===== config.mk =====
export PLATFORM = sky130hd
export DESIGN_NAME = lcd_char_sink_flat
export DESIGN_NICKNAME = d
export VERILOG_FILES = /design/src/rtl/lcd_pkg.sv /design/src/rtl/lcd_char_sink_if.sv /design/src/rtl/lcd_ddram.sv /design/src/rtl/lcd_char_sink.sv /design/src/flat_wrapper.sv
export SDC_FILE = /design/constraint.sdc
export NUM_CORES = 1
export LEC_CHECK = 0
export ABC_AREA = 1
export BUFFER_PORTS_ARGS = -buffer_cell sky130_fd_sc_hd__buf_2
export CELL_PAD_IN_SITES_DETAIL_PLACEMENT = 0
export CELL_PAD_IN_SITES_GLOBAL_PLACEMENT = 1
export CORE_MARGIN = 2
export CORE_UTILIZATION = 40
export CTS_CLUSTER_DIAMETER = 150
export DETAILED_ROUTE_END_ITERATION = 8
export HOLD_SLACK_MARGIN = 0.05
export PLACE_DENSITY_LB_ADDON = 0.25
export REMOVE_ABC_BUFFERS = 1
export SLEW_MARGIN = 20
export SYNTH_ARGS = -nofsm -noshare
export SYNTH_HDL_FRONTEND = slang
export SYNTH_SLANG_ARGS = --single-unit

===== constraint.sdc =====
create_clock -name i_clk -period 2.9 [get_ports i_clk]
set_input_delay 0.87 -clock i_clk [delete_from_list [all_inputs] [get_ports i_clk]]
set_output_delay 0.87 -clock i_clk [all_outputs]
set_load 0.01 [all_outputs]

===== src/rtl/lcd_pkg.sv =====
// Shared constants, opcode masks and address helpers for the character-LCD sink and its writers.
// Combinational helpers only; no latency or flow control of its own.
package lcd_pkg;

    localparam int         DEPTH      = 80;
    localparam logic [6:0] LINE1_END  = 7'h27;
    localparam logic [6:0] LINE2_BASE = 7'h40;
    localparam logic [6:0] LINE2_END  = 7'h67;
    localparam logic [6:0] LINE_LEN   = 7'd40;
    localparam logic [6:0] LAST_IDX   = 7'd79;

    // Commands decode by their highest set bit: mask keeps the leading zeros plus that bit.
    localparam logic [7:0] OPM_DDRAM = 8'h80, OP_DDRAM = 8'h80;
    localparam logic [7:0] OPM_CGRAM = 8'hC0, OP_CGRAM = 8'h40;
    localparam logic [7:0] OPM_FUNC  = 8'hE0, OP_FUNC  = 8'h20;
    localparam logic [7:0] OPM_SHIFT = 8'hF0, OP_SHIFT = 8'h10;
    localparam logic [7:0] OPM_DISP  = 8'hF8, OP_DISP  = 8'h08;
    localparam logic [7:0] OPM_ENTRY = 8'hFC, OP_ENTRY = 8'h04;
    localparam logic [7:0] OPM_HOME  = 8'hFE, OP_HOME  = 8'h02;
    localparam logic [7:0] OPM_CLEAR = 8'hFF, OP_CLEAR = 8'h01;

    localparam logic [7:0] BLANK     = 8'h20;
    localparam logic [7:0] CH_DIGIT0 = 8'h30;
    localparam logic [7:0] CH_DIGIT9 = 8'h39;
    localparam logic [7:0] CH_PLUS   = 8'h2B;
    localparam logic [7:0] CH_MINUS  = 8'h2D;
    localparam logic [7:0] CH_EQUALS = 8'h3D;

    typedef enum logic [0:0] {ST_IDLE, ST_CLEAR} state_t;

    function automatic logic [7:0] digit_char(input logic [3:0] d);
        return CH_DIGIT0 + {4'h0, d};
    endfunction

    function automatic logic addr_mapped(input logic [6:0] a);
        return (a <= LINE1_END) || ((a >= LINE2_BASE) && (a <= LINE2_END));
    endfunction

    function automatic logic [6:0] addr_to_idx(input logic [6:0] a);
        return (a >= LINE2_BASE) ? (a - LINE2_BASE + LINE_LEN) : a;
    endfunction

    function automatic logic [6:0] ac_step(input logic [6:0] a, input logic up);
        logic [6:0] r;
        if (up)
            r = (a == LINE1_END) ? LINE2_BASE : (a == LINE2_END) ? 7'h00 : a + 7'd1;
        else
            r = (a == 7'h00) ? LINE2_END : (a == LINE2_BASE) ? LINE1_END : a - 7'd1;
        return r;
    endfunction

endpackage


===== src/rtl/lcd_char_sink_if.sv =====
// LCD write bus plus shadow read/status signals between a bus driver and the sink.
// Wires only; no latency, no backpressure.
interface lcd_char_sink_if;
    logic       lcd_e;
    logic       lcd_rs;
    logic       lcd_rw;
    logic [7:0] lcd_data;
    logic [6:0] rd_addr;
    logic [7:0] rd_data;
    logic [6:0] ac;
    logic       disp_on;
    logic       two_line;
    logic       inc;
    logic       init_done;
    logic       busy;
    logic       cmd_err;

    modport master (
        output lcd_e, lcd_rs, lcd_rw, lcd_data, rd_addr,
        input  rd_data, ac, disp_on, two_line, inc, init_done, busy, cmd_err
    );

    modport slave (
        input  lcd_e, lcd_rs, lcd_rw, lcd_data, rd_addr,
        output rd_data, ac, disp_on, two_line, inc, init_done, busy, cmd_err
    );
endinterface


===== src/rtl/lcd_ddram.sv =====
// 80x8 display RAM: one write port, one registered read port addressed in LCD address space.
// Read latency 1 clk, old data on same-index collision; unmapped reads return 0; no backpressure.
module lcd_ddram
    import lcd_pkg::*;
(
    input  logic       i_clk,
    input  logic       i_rst_n,
    input  logic       i_we,
    input  logic [6:0] i_widx,
    input  logic [7:0] i_wdat,
    input  logic [6:0] i_rd_addr,
    output logic [7:0] o_rd_dat
);
    logic [7:0] r_mem [0:DEPTH-1];
    logic [7:0] r_rd_dat;

    always_ff @(posedge i_clk) begin
        if (i_we)
            r_mem[i_widx] <= i_wdat;
    end

    always_ff @(posedge i_clk or negedge i_rst_n) begin
        if (!i_rst_n)
            r_rd_dat <= 8'h00;
        else
            r_rd_dat <= addr_mapped(i_rd_addr) ? r_mem[addr_to_idx(i_rd_addr)] : 8'h00;
    end

    assign o_rd_dat = r_rd_dat;
endmodule


===== src/rtl/lcd_char_sink.sv =====
// HD44780-subset responder: decodes lcd_e falling-edge strobes into DDRAM writes, address counter and flags.
// Strobe effects land 1 clk after the strobe cycle; strobes arriving during a clear are dropped with cmd_err.
module lcd_char_sink
    import lcd_pkg::*;
(
    input  logic           i_clk,
    input  logic           i_rst_n,
    lcd_char_sink_if.slave bus
);
    state_t     r_state, w_state_nxt;
    logic       r_e_q;
    logic [6:0] r_ac, w_ac_nxt;
    logic       r_disp_on, w_disp_on_nxt;
    logic       r_two_line, w_two_line_nxt;
    logic       r_inc, w_inc_nxt;
    logic       r_init_done, w_init_done_nxt;
    logic       r_cmd_err, w_cmd_err_nxt;
    logic [6:0] r_clr_idx, w_clr_idx_nxt;
    logic       w_acc;
    logic [7:0] w_cmd;
    logic       w_we;
    logic [6:0] w_widx;
    logic [7:0] w_wdat;

    // Read strobes are not supported and vanish without an error.
    assign w_acc = r_e_q & ~bus.lcd_e & ~bus.lcd_rw;
    assign w_cmd = bus.lcd_data;

    always_ff @(posedge i_clk or negedge i_rst_n) begin
        if (!i_rst_n) begin
            r_state     <= ST_IDLE;
            r_e_q       <= 1'b0;
            r_ac        <= 7'h00;
            r_disp_on   <= 1'b0;
            r_two_line  <= 1'b0;
            r_inc       <= 1'b1;
            r_init_done <= 1'b0;
            r_cmd_err   <= 1'b0;
            r_clr_idx   <= 7'd0;
        end else begin
            r_state     <= w_state_nxt;
            r_e_q       <= bus.lcd_e;
            r_ac        <= w_ac_nxt;
            r_disp_on   <= w_disp_on_nxt;
            r_two_line  <= w_two_line_nxt;
            r_inc       <= w_inc_nxt;
            r_init_done <= w_init_done_nxt;
            r_cmd_err   <= w_cmd_err_nxt;
            r_clr_idx   <= w_clr_idx_nxt;
        end
    end

    always_comb begin
        w_state_nxt     = r_state;
        w_ac_nxt        = r_ac;
        w_disp_on_nxt   = r_disp_on;
        w_two_line_nxt  = r_two_line;
        w_inc_nxt       = r_inc;
        w_init_done_nxt = r_init_done;
        w_cmd_err_nxt   = 1'b0;
        w_clr_idx_nxt   = r_clr_idx;
        w_we            = 1'b0;
        w_widx          = addr_to_idx(r_ac);
        w_wdat          = w_cmd;

        case (r_state)
            ST_IDLE: begin
                if (w_acc) begin
                    if (bus.lcd_rs) begin
                        w_we     = 1'b1;
                        w_ac_nxt = ac_step(r_ac, r_inc);
                    end else if ((w_cmd & OPM_DDRAM) == OP_DDRAM) begin
                        if (addr_mapped(w_cmd[6:0]))
                            w_ac_nxt = w_cmd[6:0];
                        else
                            w_cmd_err_nxt = 1'b1;
                    end else if ((w_cmd & OPM_CGRAM) == OP_CGRAM) begin
                        w_cmd_err_nxt = 1'b1;
                    end else if ((w_cmd & OPM_FUNC) == OP_FUNC) begin
                        w_two_line_nxt  = w_cmd[3];
                        w_init_done_nxt = 1'b1;
                    end else if ((w_cmd & OPM_SHIFT) == OP_SHIFT) begin
                        if (w_cmd[3])
                            w_cmd_err_nxt = 1'b1;
                        else
                            w_ac_nxt = ac_step(r_ac, w_cmd[2]);
                    end else if ((w_cmd & OPM_DISP) == OP_DISP) begin
                        w_disp_on_nxt = w_cmd[2];
                    end else if ((w_cmd & OPM_ENTRY) == OP_ENTRY) begin
                        w_inc_nxt     = w_cmd[1];
                        w_cmd_err_nxt = w_cmd[0];
                    end else if ((w_cmd & OPM_HOME) == OP_HOME) begin
                        w_ac_nxt = 7'h00;
                    end else if ((w_cmd & OPM_CLEAR) == OP_CLEAR) begin
                        w_ac_nxt      = 7'h00;
                        w_inc_nxt     = 1'b1;
                        w_clr_idx_nxt = 7'd0;
                        w_state_nxt   = ST_CLEAR;
                    end
                end
            end
            ST_CLEAR: begin
                w_we          = 1'b1;
                w_widx        = r_clr_idx;
                w_wdat        = BLANK;
                w_clr_idx_nxt = r_clr_idx + 7'd1;
                w_cmd_err_nxt = w_acc;
                if (r_clr_idx == LAST_IDX)
                    w_state_nxt = ST_IDLE;
            end
        endcase
    end

    lcd_ddram u_ddram (
        .i_clk     (i_clk),
        .i_rst_n   (i_rst_n),
        .i_we      (w_we),
        .i_widx    (w_widx),
        .i_wdat    (w_wdat),
        .i_rd_addr (bus.rd_addr),
        .o_rd_dat  (bus.rd_data)
    );

    assign bus.ac        = r_ac;
    assign bus.disp_on   = r_disp_on;
    assign bus.two_line  = r_two_line;
    assign bus.inc       = r_inc;
    assign bus.init_done = r_init_done;
    assign bus.busy      = (r_state == ST_CLEAR);
    assign bus.cmd_err   = r_cmd_err;
endmodule


===== src/flat_wrapper.sv =====
// flat-port wrapper written by rule: the top's interface ports become plain ports
module lcd_char_sink_flat import lcd_pkg::*;
  (i_clk, i_rst_n, bus_lcd_e, bus_lcd_rs, bus_lcd_rw, bus_lcd_data, bus_rd_addr, bus_rd_data, bus_ac, bus_disp_on, bus_two_line, bus_inc, bus_init_done, bus_busy, bus_cmd_err);
  lcd_char_sink_if bus_i ();
  input  logic i_clk;
  input  logic i_rst_n;
  input wire logic [$bits(bus_i.lcd_e)-1:0] bus_lcd_e;
  input wire logic [$bits(bus_i.lcd_rs)-1:0] bus_lcd_rs;
  input wire logic [$bits(bus_i.lcd_rw)-1:0] bus_lcd_rw;
  input wire logic [$bits(bus_i.lcd_data)-1:0] bus_lcd_data;
  input wire logic [$bits(bus_i.rd_addr)-1:0] bus_rd_addr;
  output wire logic [$bits(bus_i.rd_data)-1:0] bus_rd_data;
  output wire logic [$bits(bus_i.ac)-1:0] bus_ac;
  output wire logic [$bits(bus_i.disp_on)-1:0] bus_disp_on;
  output wire logic [$bits(bus_i.two_line)-1:0] bus_two_line;
  output wire logic [$bits(bus_i.inc)-1:0] bus_inc;
  output wire logic [$bits(bus_i.init_done)-1:0] bus_init_done;
  output wire logic [$bits(bus_i.busy)-1:0] bus_busy;
  output wire logic [$bits(bus_i.cmd_err)-1:0] bus_cmd_err;
  assign bus_i.lcd_e = bus_lcd_e;
  assign bus_i.lcd_rs = bus_lcd_rs;
  assign bus_i.lcd_rw = bus_lcd_rw;
  assign bus_i.lcd_data = bus_lcd_data;
  assign bus_i.rd_addr = bus_rd_addr;
  assign bus_rd_data = bus_i.rd_data;
  assign bus_ac = bus_i.ac;
  assign bus_disp_on = bus_i.disp_on;
  assign bus_two_line = bus_i.two_line;
  assign bus_inc = bus_i.inc;
  assign bus_init_done = bus_i.init_done;
  assign bus_busy = bus_i.busy;
  assign bus_cmd_err = bus_i.cmd_err;
  lcd_char_sink u_core (.i_clk(i_clk), .i_rst_n(i_rst_n), .bus(bus_i));
endmodule

* Yosys cells after proc, flatten, opt, wreduce, memory -nomap -nowiden *
Memories as Yosys holds them, arrays and structs flattened.
Cells that the tools add are included.

operators by class
  equal/unequal tests = 28
  add/subtract/negate cells = 7
  order comparisons = 7
  reductions and logical operators = 12
  bitwise gates (word level) = 11
  muxes and demuxes = 63

operator list
  operator             count
  $mux 7               29
  $mux 1               28
  $eq 7x7->1 const B   3
  $ge 7x7->1 const B   3
  $reduce_and 10->1    2
  $mux 8               2
  $ne 2x2->1 const B   8
  $add 7x1->7 const B  2
  $add 7x6->7 const B  2
  $le 7x6->1 const B   2
  $le 7x7->1 const B   2
  $pmux 7 s2           1
  $sub 7x7->7 const B  2
  $not 1->1            9
  $reduce_and 9->1     1
  $eq 8x1->1 const B   1
  $ne 4x3->1 const B   2
  $reduce_and 8->1     1
  $eq 7x1->1 const B   1
  $eq 7x6->1 const B   1
  $logic_not 7->1      1
  $sub 7x1->7 const B  1
  $eq 6x1->1 const B   1
  $ne 2x1->1 const B   3
  14 further kinds     20

word-level totals
  flip-flop bits (word level) = 29
  bits of input ports = 20
  memory bits (writable) = 640
  word-level logic and storage cells = 139
  output and inout port bits = 21
  memories = 1

memories
  name                  depth  width  read ports  clocked after memory_dff  write ports  line             source
  u_core.u_ddram.r_mem  80     8      1           0                         1            lcd_ddram.sv:14  logic [7:0] r_mem [0:DEPTH-1];

* Depth between registers and ports, before layout *
  word-level depth = 12
  mapped depth = 14
  mapped depth without buffers = 11

* By module *
From an unflattened synthesis, not the netlist that was laid out.

unflattened totals
  cells, all modules = 2655
  area total of the unflattened synthesis = 28635.0 um^2

by module, submodules not included
  module         seq. area each (um^2)  cells each  times used  area an instance (um^2)
  lcd_ddram      19418.6                2402        1           26887.0
  lcd_char_sink  526.8                  253         1           1747.9

* Worst setup path before layout *
No wires, ideal clock.

  path type = input to register
  start point = input bus_lcd_data[3]
  end point = register u_core.r_disp_on (netlist: u_core.bus.disp_on)
  cell stages on the path = 5
  setup slack = -0.648 ns
  required time = 2.770 ns
  data arrival time = 3.419 ns
  path through = inv_1 -> nor2_1 -> or3b_1 -> nand2_1 -> o21ai_0

between the ends
  longest elaborated chain between the ends = 2

ends and longest elaborated chain
  item                        line                 source
  start, declared             flat_wrapper.sv:10   input wire logic [$bits(bus_i.lcd_data)-1:0] bus_lcd_data;
  $eq 5x1->1                  lcd_char_sink.sv:87  end else if ((w_cmd & OPM_DISP) == OP_DISP) begin
  $reduce_and 8->1 (no line)  n/a
  end signal, assigned        lcd_char_sink.sv:44  r_disp_on <= w_disp_on_nxt;
  end, declared               lcd_char_sink.sv:13  logic r_disp_on, w_disp_on_nxt;

No other way between the ends.
A chain may end at the register's enable or synchronous reset.

* Worst setup path in the final report *
  start point = register u_core.r_ac[4] (netlist: u_core.bus.ac[4])
  end point = memory u_core.u_ddram.r_mem[45][2], enable pin

between the ends
  longest elaborated chain between the ends = 4
  elaborated cells between the ends (all ways) = 5

ends and longest elaborated chain
  item                    line                 source
  start, declared         lcd_char_sink.sv:12  logic [6:0] r_ac, w_ac_nxt;
  start signal, assigned  lcd_char_sink.sv:43  r_ac <= w_ac_nxt;
  $sub 7x7->7             lcd_pkg.sv:40        return (a >= LINE2_BASE) ? (a - LINE2_BASE + LINE_LEN) : a;
  $add 7x6->7             lcd_pkg.sv:40
  $mux 7 (*)              lcd_pkg.sv:40
  $mux 7 (*)              lcd_char_sink.sv:66  case (r_state)
  end, declared           lcd_ddram.sv:14

Mark *: on every way between the ends. The rest lies on a longest branch, timed or not.

==> metrics.txt <==
Avg Vias per Cell 5.28; Synth cell types 44; Setup Viol. Count Final 0; commonest non-fill, non-tap cell in the layout edfxtp_1; # resized after CTS 0; IO buf count 40; r2r startpoint u_core.bus.ac[4]$_DFFE_PN0P_; R2R cell count 10; share of cells above drive strength 1 a little over an eighth; CTS HTree Levels 3; Leak 0.0119 µW; Setup crit end kind flop; Tmin final 2.54 ns; Required @ worst endpoint 3.22 ns; RSZ-0062 raised after global routing no; postcts setup bufs 0; Via Count 18897; Final Hold Fails 0; P&R area growth vs syn 16.9%; Die Height between 200 and 300 µm; GRT overflow 0; core area 69900 µm²; Slew @ Worst Pin ~0.79 ns; TritonCTS buffer count 71; pin count of the biggest net entering global routing 81; final worst-path cycle share slightly below 90%; diode count 0; gate count after technology mapping ~2400; NumNets Final roughly 2600; Final TNS setup 0 ns; synthesis-stage register bit count 669; Final Skew 0.0224 ns; r2r setup slk 0.36 ns; Layout Utilization ~47%; Clk Latency, worst-skew pair 0.61 ns; Critical Path Source Type flop; max cap viols 0; DRC violations left 0; first-pass GRT wire length 116000 µm; status finished, final reports clean; Worst-path clk slew approximately 0.060 ns; RePlAce Congestion 0.841; crit-path max FO 8; Most used DFF post-synth edfxtp_1; CTS root buffer clkbuf_16; Final HPWL DP 48000 µm; drt pass-1 iters 6; sequential fraction of the synthesis area between 70% and 80%; yosys warns 0; Worst Path Arrival 2.86 ns; TritonCTS clock tree done; Global Route Usage Sum a little over a fifth; r2r endpoint u_core.u_ddram.r_mem[45][2]$_DFFE_PP_; most frequent cells in the layout edfxtp_1, nand2_1, nand3_1; FMAX 394 MHz; Cell Rows 97; Antenna Nets Post-Route 0; Routed WL approximately 76000 µm; fillcell total about 6400; initial drt markers 1752; relative slew slack 47.3%; fin. max-slew vios 0; vias in the first global route 18510; post-synthesis average cell area ~12 µm²; PD cells around 640 nW/µm²; initial antenna violation count 1; Max Buffers Root-to-Sink 3; VDD IR max 0.467 mV; full die area 72700 µm²; WL/cell 21.3 µm; I/O pin count slightly above 40; Starting Density 40.4%; Post-synth EDFFs 640; fraction of registers with async set/reset 4.33%; cell area after synthesis between 20000 and 30000 µm²; number of clock sinks 669; crit path kind flop to flop; worst hold path class primary input to async pin; DIE WIDTH 270 µm; CTS Hold Bufs 0
-- report_power, final --
group          internal (µW)  total [µW]  switching (µW)
Clock                   5620        9310            3690
Combinational            404        1300             893
Sequential             10400       10500            36.2
Total                  16500       21100            4620
-- state kept, by name, summed over array words and instances (netlist names) --
signal	count
u_core.bus.cmd_err	1
u_core.bus.inc	1
u_core.bus.two_line	1
u_core.bus.disp_on	1
u_core.r_clr_idx	7
u_core.bus.busy	1
u_core.bus.init_done	1
u_core.u_ddram.o_rd_dat	8
u_core.u_ddram.r_mem	640
u_core.bus.ac	7
u_core.r_e_q	1
-- kinds of logic after synthesis --
group	share of synthesized area, %
flops	70.7
simple gates	22.2
compound gates	2.41
fa+ha+maj	0.399
buf+inv	3.93
xor+xnor	0.399
-- layout make-up --
| type | instances | area [µm²] | share of cell area (%) |
|---|---|---|---|
| clock buffers | 86 | 1920 | 5.82 |
| well taps | 940 | 1180 | 3.57 |
| inverters | 56 | 223 | 0.675 |
| clock inverters | 42 | 478 | 1.45 |
| flip-flops and latches | 669 | 19900 | 60.5 |
| repair buffers | 216 | 2020 | 6.11 |
| multi-input cells | 1572 | 7220 | 21.9 |
-- metrics by stage --
step,area [µm²],cells,setup WS (ns),hold slack [ns],total power (µW)
finish,33000,3581,0.361,0.348,21100
global route,33000,3581,0.139,0.372,21800
CTS,33000,3581,0.353,0.355,21300
detailed placement,30600,3453,0.0698,0.461,12000
global placement,30600,3453,0.0290,0.449,12000
floorplan,27300,2297,-0.772,0.500,11300
-- cell usage after synthesis, drive strengths merged, types with 8 or more instances --
| cell | count | share of area [%] |
|---|---|---|
| a21oi | 28 | 0.50 |
| a31oi | 8 | 0.18 |
| buf | 128 | 3.0 |
| clkbuf | 12 | 0.16 |
| dfrtp | 28 | 2.5 |
| edfxtp | 640 | 68 |
| ha | 9 | 0.40 |
| inv | 56 | 0.76 |
| nand2 | 637 | 8.6 |
| nand3 | 570 | 10 |
| nand4 | 16 | 0.35 |
| nor2 | 196 | 2.7 |
| o21ai | 58 | 1.1 |
| xor2 | 9 | 0.31 |
-- layer usage --
metal	track usage [%]	wire, µm	part of all wire (%)
met3	3.05	4630	6.1
met5	0	0	0
met4	5.07	1140	1.5
met1	29.7	34400	45
met2	34.3	36300	47
-- worst max-delay path by stage --
| stage | depth (start not counted) | from | slack (ns) | to |
|---|---|---|---|---|
| after floorplan | 7 | bus_rd_addr[3] | -0.77 | u_core.u_ddram.o_rd_dat[1]$_DFF_PN0_ |
| after global routing | 10 | u_core.bus.ac[4]$_DFFE_PN0P_ | 0.14 | u_core.u_ddram.r_mem[45][2]$_DFFE_PP_ |
| after CTS | 10 | u_core.bus.ac[4]$_DFFE_PN0P_ | 0.35 | u_core.u_ddram.r_mem[45][0]$_DFFE_PP_ |
| after detailed placement | 9 | bus_lcd_e | 0.07 | u_core.u_ddram.r_mem[72][3]$_DFFE_PP_ |
| final | 10 | u_core.bus.ac[4]$_DFFE_PN0P_ | 0.36 | u_core.u_ddram.r_mem[45][2]$_DFFE_PP_ |
| after global placement | 9 | bus_lcd_e | 0.03 | u_core.u_ddram.r_mem[72][3]$_DFFE_PP_ |
-- critical path, stage by stage (launching register included) --
cell	delay, ns
dfrtp_1	0.37
inv_1	0.12
ha_1	0.24
nand2_1	0.06
nand2_1	0.05
o22ai_1	0.32
inv_1	0.10
nor2_2	0.24
nand2_2	0.26
nor2_1	0.28
buf_4	0.20
No activity file was read; power rests on OpenSTA's default activity.
